`config.mk`:
```
export PLATFORM = sky130hd
export DESIGN_NAME = pc_pipe_reg
export DESIGN_NICKNAME = d
export VERILOG_FILES = /design/src/rtl/pc_pipe_reg.sv
export SDC_FILE = /design/constraint.sdc
export NUM_CORES = 1
export LEC_CHECK = 0
export CAP_MARGIN = 20
export CORE_ASPECT_RATIO = 1.2
export CORE_MARGIN = 5
export CORE_UTILIZATION = 37
export CTS_CLUSTER_SIZE = 12
export DETAILED_ROUTE_END_ITERATION = 6
export GPL_TIMING_DRIVEN = 0
export PLACE_DENSITY = 0.8
export SYNTH_ARGS = -nofsm -noshare
export SYNTH_HDL_FRONTEND = slang
export SYNTH_SLANG_ARGS = --single-unit
```
`constraint.sdc`:
```
create_clock -name clk_in -period 4.19 [get_ports clk_in]
set_input_delay 0.419 -clock clk_in [delete_from_list [all_inputs] [get_ports clk_in]]
set_output_delay 0.419 -clock clk_in [all_outputs]
set_load 0.01 [all_outputs]
```
`src/rtl/pc_pipe_reg.sv`:
```
// PC pipeline register with valid/ready handshake and a saturating stall counter.
// Define PC_PIPE_REG_SKID_EN for a two-entry skid buffer with a registered ready.
module pc_pipe_reg #(
  parameter int unsigned      WIDTH     = 32,
  parameter logic [WIDTH-1:0] RESET_VAL = WIDTH'(32'h0000_0000),
  parameter int unsigned      CNT_W     = 8
) (
  input  logic             clk_in,
  input  logic             rst_in,
  input  logic             flush_in,
  input  logic             in_valid_in,
  input  logic [WIDTH-1:0] in_data_in,
  output logic             in_ready_out,
  output logic             out_valid_out,
  output logic [WIDTH-1:0] out_data_out,
  input  logic             out_ready_in,
  output logic [CNT_W-1:0] stall_cnt_out
);

  localparam logic [CNT_W-1:0] CNT_MAX = '1;

  logic             main_v_q, main_v_d;
  logic [WIDTH-1:0] main_data_q, main_data_d;
  logic [CNT_W-1:0] cnt_q, cnt_d;
  logic             ready_c;
  logic             in_fire_c;
  logic             out_fire_c;

`ifdef PC_PIPE_REG_SKID_EN
  logic             skid_v_q, skid_v_d;
  logic [WIDTH-1:0] skid_data_q, skid_data_d;

  // Ready comes only from the skid flop; rst_in masks it while reset is held.
  assign ready_c = rst_in & ~skid_v_q;
`else
  logic             skid_v_q;
  assign skid_v_q = 1'b0;
  assign ready_c  = rst_in & (~main_v_q | out_ready_in);
`endif

  assign in_fire_c  = in_valid_in & ready_c;
  assign out_fire_c = main_v_q & out_ready_in;

  always_comb begin
    main_v_d    = main_v_q;
    main_data_d = main_data_q;
    cnt_d       = cnt_q;
`ifdef PC_PIPE_REG_SKID_EN
    skid_v_d    = skid_v_q;
    skid_data_d = skid_data_q;
`endif

    if (!flush_in && main_v_q && !out_ready_in && (cnt_q != CNT_MAX)) begin
      cnt_d = cnt_q + CNT_W'(1);
    end

    if (flush_in) begin
      main_v_d = 1'b0;
`ifdef PC_PIPE_REG_SKID_EN
      skid_v_d = 1'b0;
`endif
    end else if (out_fire_c || !main_v_q) begin
      // Main entry is free this edge: refill from skid first to keep order.
      if (skid_v_q) begin
`ifdef PC_PIPE_REG_SKID_EN
        main_v_d    = 1'b1;
        main_data_d = skid_data_q;
        skid_v_d    = 1'b0;
`endif
      end else if (in_fire_c) begin
        main_v_d    = 1'b1;
        main_data_d = in_data_in;
      end else begin
        main_v_d    = 1'b0;
      end
    end else if (in_fire_c) begin
`ifdef PC_PIPE_REG_SKID_EN
      skid_v_d    = 1'b1;
      skid_data_d = in_data_in;
`endif
    end
  end

  always_ff @(posedge clk_in or negedge rst_in) begin
    if (!rst_in) begin
      main_v_q    <= 1'b0;
      main_data_q <= RESET_VAL;
      cnt_q       <= '0;
    end else begin
      main_v_q    <= main_v_d;
      main_data_q <= main_data_d;
      cnt_q       <= cnt_d;
    end
  end

`ifdef PC_PIPE_REG_SKID_EN
  always_ff @(posedge clk_in or negedge rst_in) begin
    if (!rst_in) begin
      skid_v_q    <= 1'b0;
      skid_data_q <= '0;
    end else begin
      skid_v_q    <= skid_v_d;
      skid_data_q <= skid_data_d;
    end
  end
`endif

  assign in_ready_out  = ready_c;
  assign out_valid_out = main_v_q;
  assign out_data_out  = main_data_q;
  assign stall_cnt_out = cnt_q;

endmodule

```
Word-level counts from Yosys, hierarchy flattened --
Cells that the tools add are included.
Operators by class: reduce and logical (&&, ||, !) cells 9, add/subtract/negate cells 1, mux-type cells 3, equality and inequality tests 1, bitwise logic cells 6
Operators by type and width (number):
- $add A8 B1 Y8 const B | 1
- $ne A8 B8 Y1 const B | 1
- $and A1 B1 Y1 | 3
- $logic_and A1 B1 Y1 | 3
- $logic_not A1 Y1 | 3
- $mux W1 | 3
- $reduce_and A3 Y1 | 1
- $not A1 Y1 | 2
- $reduce_bool A2 Y1 | 1
- $logic_or A1 B1 Y1 | 1
- $or A1 B1 Y1 | 1
Storage, ports and cells: input bits 37, output and inout bits 42, word-level logic and storage cells 23, register bits 41

Depth between registers and ports, before layout --
Gate-level depths: netlist of run 1.
depth after elaboration 7, depth in mapped cells 5

Worst setup path after synthesis of run 1 --
No wires, ideal clock.
path kind input port to flip-flop, start input out_ready_in, end register main_data_q[10], in the netlist out_data_out[10], library setup time 0.125 ns, arrival time 1.329 ns, path slack 2.736 ns, stages 5, data required time 4.065 ns, path buffers 1, cells stage by stage nand2b_1 -> and2_4 -> nand3b_4 -> clkbuf_8 -> mux2_2
On the way: cells in the longest elaborated chain, start to end 4, elaborated cells on any way between the ends 6
RTL lines:
- from (decl) | RTL line 16 | input logic out_ready_in,
- $or A1 B1 Y1 | RTL line 38 | assign ready_c = rst_in & (~main_v_q | out_ready_in);
- $and A1 B1 Y1 | RTL line 38
- net in_ready_out | RTL line 13 | output logic in_ready_out,
- $and A1 B1 Y1 | RTL line 41 | assign in_fire_c = in_valid_in & ready_c;
- $reduce_and A3 Y1 (no line)
- to (signal assigned) | RTL line 91 | main_data_q <= main_data_d;
- to (decl) | RTL line 23 | logic [WIDTH-1:0] main_data_q, main_data_d;
The timed path passes the listed nets, and every way through them passes these cells. A chain may end at the register's enable or synchronous reset.

Worst setup path after layout of run 1 --
start input rst_in, end output in_ready_out
On the way: cells in the longest elaborated chain, start to end 1
RTL lines:
- from (decl) | RTL line 9 | input logic rst_in,
- $and A1 B1 Y1 | RTL line 38
- to (decl) | RTL line 13
No other way between the ends.

==> results.json, run 1 <==
{
  "antenna_left": 0,
  "hp-class": "in -> async",
  "worst_slew_pin_slew_ns": 0.263,
  "crit_type": "in -> out",
  "yosysWarnings": 0,
  "coreArea_mm2": 0.00453,
  "vias": 1183,
  "cts-root-buf": "clkbuf_8",
  "fmax_mhz": 394,
  "grt_pass1_vias": 1308,
  "synth_top_area_share_pct": 60.4,
  "ys_seq_area_share_pct": 60.4,
  "syn_inst": 108,
  "die_w_um": 71.9,
  "synth_fa_ha_area_share_pct": 0.736,
  "cts_buffers": 5,
  "finalClockSkew_ns": 0.00718,
  "p_total_mw": 1.12,
  "drc": 0,
  "hold_viol": 0,
  "viasPerCell": 4.66,
  "wl_mm": 3.76,
  "drv_cap": 0,
  "pin_count": 79,
  "finalWorstSetupSlack_ns": 1.65,
  "pre_cts_slack_ns": 1.99,
  "synthDistinctLibCells": 24,
  "dp_hpwl_mm": 2.89,
  "synth-compound-area-share_pct": 2.58,
  "htreeDepth": 2,
  "maxSlewHeadroom_pct": 82.4,
  "r2r_end": "stall_cnt_out[1]",
  "crit_path_end_kind": "primary output",
  "dieArea_mm2": 0.00605,
  "grt_usage_pct": 13.7,
  "whs_ns": 0.498,
  "peakVddDrop_mv": 0.236,
  "drtIter0Drc": 31,
  "setup_viol": 0,
  "synth_xor_area_share_pct": 0.515,
  "synthToLayoutAreaGrowth_pct": 56.6,
  "synth_top_area_cell": "dfrtp_1",
  "cts_setup_buffers": 0,
  "worstSetupStartpointType": "input port",
  "syn_avg_cell_area_um2": 15.7,
  "synth_top_family_by_area": "multiplexers",
  "gp_congestion": 0.723,
  "fillers": 381,
  "yosys.area_share.simple_pct": 8.47,
  "grt_start_max_net_pins": 37,
  "min_period_ns": 2.54,
  "period_share_pct": 60.6,
  "power_density_mw_per_mm2": 420,
  "async_flop_share_pct": 100,
  "utilization_pct": 58.8,
  "synthFlopType": "dfrtp_1",
  "grt_pass1_wl_mm": 6.46,
  "muxShareOfSynthArea_pct": 25.2,
  "start_util_pct": 37.5,
  "cp.arrival_ns": 2.12,
  "row_count": 27,
  "synth_area_mm2": 0.00170,
  "io_buffers": 78,
  "path_clk_slew_ns": 0.08,
  "tns_ns": 0,
  "wl_per_cell_um": 14.8,
  "final_nets": 233,
  "ys_ff_latch": 41,
  "dr.pass1.iters": 2,
  "crit_required_ns": 3.77,
  "die_h_um": 84.2,
  "status": "finished, final reports clean",
  "r2r-start": "stall_cnt_out[7]",
  "synth_edf_count": 0,
  "grt_overflow_total": 0,
  "final-max-slew-violation-count": 0,
  "yosysMostFrequentCell": "dfrtp_1",
  "r2r.worst_path.cells": 4,
  "leakage_nw": 1.13,
  "syn_nets": 146,
  "clock-sinks": 41,
  "antennaDiodeCount": 0,
  "rrSetupSlack_ns": 2.70,
  "ys_top_cells_by_count": "41 x dfrtp_1, 34 x mux2_2, 4 x nand2_1",
  "cp_max_fo": 36,
  "antenna_found_initial": 0,
  "drive_gt1_share_pct": 29.6,
  "clock_latency_ns": 0.29,
  "cts_buffer_depth": 2,
  "yosys-top-cells-area": "dfrtp_1 60%, mux2_2 23%, mux2_4 2.7%, buf_6 1.3%, nand3_2 1.2%",
  "rsz0062_at_grt": "no",
  "tritoncts": "yes"
}
worst max-delay path: stages:
cell	delay (ns)
dlygate4sd3_1	0.52
buf_2	0.21
buf_12	0.24
and2_4	0.20
clkdlybuf4s50_1	0.53
final cells by class:
cell class	instances	area [µm²]	share of cell area (%)
tap	58	72.6	2.73
buffer	3	36.3	1.36
timing repair buffer	80	806	30.3
sequential	41	1030	38.6
clock buffer	6	72.6	2.73
multi-input combinational	64	637	23.9
clock inverter	2	10.0	0.376
registers in the layout, summed over array words and instances, names as in the netlist:
name	cells
out_data_out	32
stall_cnt_out	8
out_valid_out	1
cells in the final DEF, fill, tap and decap left out:
cell type        netlist  final
a21oi_1                2      2
and2_4                 1      1
mux2_4                 3      3
clkinv_2               0      2
buf_6                  2      2
clkdlybuf4s50_1        0     77
nand3_2                2      2
xnor2_1                1      1
nor3b_4                1      1
ha_1                   1      1
mux2_2                34     34
clkbuf_1               0      1
and3_1                 1      1
o21ai_0                2      2
nand3_1                1      1
o21ai_2                1      1
and4_4                 1      1
dlygate4sd3_1          0      1
clkbuf_8               1      6
nand2_1                4      4
buf_2                  0      1
buf_12                 0      1
dfrtp_1               41     41
o211ai_1               1      1
nand2b_1               2      2
or2_2                  1      1
nand4_1                2      2
o21a_1                 1      1
and3_2                 1      1
nand3b_4               1      1
kinds of logic after synthesis:
group | count (synthesis)
xor+xnor | 1
fa+ha+maj | 1
compound gates | 7
simple gates | 18
mux | 37
buf+inv | 3
flops | 41
timing repair:
item / in CTS / in global routing
resized for setup: 0 / 0
hold endpoints to repair: 6 / 0
hold buffers: 1 / 0
endpoints found under the setup margin: 0 / 0
where the power goes:
part / leakage (nW) / switching (mW) / internal (mW)
clock: 0.0450 / 0.129 / 0.115
combinational: 0.580 / 0.122 / 0.230
sequential: 0.500 / 0.0479 / 0.473
total: 1.13 / 0.299 / 0.819
layer usage:
metal	global-route usage, %	part of all wire, %	vias up
li1	-	-	557
met1	15.3	39	569
met2	23.7	52	51
met3	4.31	7.4	6
met4	5.64	2.0	0
met5	0	0	-
worst max path at each step:
stage	startpoint	to
2_1_floorplan	out_ready_in	out_data_out[10]
3_3_place_gp	rst_in	in_ready_out
3_5_place_dp	out_ready_in	in_ready_out
4_1_cts	rst_in	in_ready_out
5_1_grt	rst_in	in_ready_out
6_report	rst_in	in_ready_out
through the flow:
step / cell area (µm²) / instances
after floorplan: 1700 / 108
after global placement: 2550 / 244
after detailed placement: 2570 / 245
after CTS: 2660 / 254
after global routing: 2660 / 254
final: 2660 / 254
No activity file was read; power rests on OpenSTA's default activity.
==> run 2, diff against run 1 <==
Settings changed: PLACE_DENSITY 0.8 to 0.83.
Clock period 4.19 ns to 2.3 ns, I/O delays scaled along.
==> run 2 against run 1 <==
Final cell count up 0.39%. Clock-buffer cell count did not move. Largest power group unchanged. Non-clock buffer count up 1. Register-to-register slack lost 2.0 ns. Setup slack got worse by 1.4 ns. Die area stayed put. Routed wire length up 4.3%. Clock skew down 0.0012 ns. Combinational power up 83%. Worst hold slack got worse by 0.079 ns. Sequential cell count unchanged. Power is 96% higher.
==> results.json, run 2 (synthesized netlist as in run 1, its figures left out) <==
{
  "gp_congestion": 0.787,
  "grt_overflow_total": 0,
  "power_density_mw_per_mm2": 811,
  "drv_cap": 0,
  "final_cell_count_no_fill": 255,
  "synthToLayoutAreaGrowth_pct": 59.4,
  "die_h_um": 84.2,
  "status": "finished, final reports clean",
  "cts_buffer_depth": 2,
  "hold_viol": 0,
  "row_count": 27,
  "finalClockSkew_ns": 0.00593,
  "mostFrequentLayoutCells": "77 x clkdlybuf4s50_1, 41 x dfrtp_1, 34 x mux2_2",
  "wl_mm": 3.92,
  "dp_cells": 245,
  "tritoncts": "yes",
  "grt_usage_pct": 13.6,
  "final-max-slew-violation-count": 0,
  "crit_required_ns": 2.07,
  "vias": 1234,
  "dr.pass1.iters": 4,
  "cp.arrival_ns": 1.79,
  "viasPerCell": 4.84,
  "leakage_nw": 1.14,
  "antenna_left": 0,
  "pin_count": 79,
  "cts-root-buf": "clkbuf_8",
  "clock_latency_ns": 0.29,
  "htreeDepth": 2,
  "whs_ns": 0.418,
  "wl_per_cell_um": 15.4,
  "r2r_end": "stall_cnt_out[1]",
  "antenna_found_initial": 0,
  "cts_buffers": 5,
  "dp_hpwl_mm": 2.96,
  "grt_start_max_net_pins": 28,
  "setup_viol": 0,
  "antennaDiodeCount": 0,
  "die_w_um": 71.9,
  "clock-sinks": 41,
  "grt_pass1_vias": 1328,
  "period_share_pct": 87.9,
  "maxSlewHeadroom_pct": 56.6,
  "grt_pass1_wl_mm": 6.44,
  "fillers": 389,
  "coreArea_mm2": 0.00453,
  "final_nets": 234,
  "drtIter0Drc": 32,
  "cts_resized": 0,
  "peakVddDrop_mv": 0.410,
  "hp-class": "in -> async",
  "start_util_pct": 37.5,
  "cp_max_fo": 27,
  "path_clk_slew_ns": 0.08,
  "dieArea_mm2": 0.00605,
  "crit_type": "in -> out",
  "crit_path_end_kind": "primary output",
  "utilization_pct": 59.8,
  "final_common_cell": "clkdlybuf4s50_1",
  "largest_register_ffs": 32,
  "drc": 0,
  "rrSetupSlack_ns": 0.73,
  "r2r.worst_path.cells": 4,
  "fmax_mhz": 494,
  "io_buffers": 78,
  "rsz0062_at_grt": "no",
  "worstSetupStartpointType": "input port",
  "min_period_ns": 2.02,
  "r2r-start": "stall_cnt_out[6]",
  "drive_gt1_share_pct": 29.9,
  "worst_slew_pin_slew_ns": 0.648
}
## run 2: worst max-delay path, cell delays in order
cell and delay [ns]:
dlygate4sd3_1 0.52, buf_2 0.13, buf_12 0.18, and2_4 0.18, clkdlybuf4s50_1 0.54
## run 2: what timing repair did
| item | in CTS | in global routing |
|---|---|---|
| hold buffers | 2 | 0 |
| hold endpoints to repair | 15 | 0 |
| buffers inserted | 0 | 0 |
## run 2: cell type report
class                      count  area [µm²]  share of cell area (%)
clock buffer                   6        82.6                    3.05
sequential                    41        1030                    37.9
buffer                         3        36.3                    1.34
multi-input combinational     64         637                    23.5
clock inverter                 2        37.5                    1.39
timing repair buffer          81         816                    30.1
tap                           58        72.6                    2.68
## run 2: power by group
group | total [mW] | internal, mW | switching (mW)
clock network | 0.599 | 0.353 | 0.247
logic | 0.644 | 0.419 | 0.224
registers | 0.953 | 0.862 | 0.0906
total | 2.20 | 1.63 | 0.561
## run 2: layer usage
| metal | track usage, % | vias up | routed length [µm] |
|---|---|---|---|
| met5 | 0 | - | 0 |
| met4 | 5.98 | 0 | 108 |
| met3 | 5.15 | 8 | 323 |
| met2 | 23.6 | 47 | 2120 |
| met1 | 14.6 | 621 | 1360 |
| li1 | - | 558 | - |
## run 2: stage by stage
stage	setup TNS [ns]	setup WS (ns)	total power [mW]	area (µm²)
2_1_floorplan	0	0.848	1.20	1700
3_3_place_gp	-34.06	-0.971	1.60	2550
3_5_place_dp	0	0.448	1.62	2570
4_1_cts	0	0.247	2.24	2710
5_1_grt	0	0.204	2.32	2710
6_report	0	0.277	2.20	2710
## run 2: worst max path at each step
| stage | startpoint | to | depth (start not counted) |
|---|---|---|---|
| global placement | rst_in | in_ready_out | 3 |
| global route | rst_in | in_ready_out | 5 |
| floorplan | stall_cnt_out[6] | stall_cnt_out[1] | 4 |
| finish | rst_in | in_ready_out | 5 |
| detailed placement | flush_in | stall_cnt_out[5] | 5 |
| CTS | rst_in | in_ready_out | 5 |
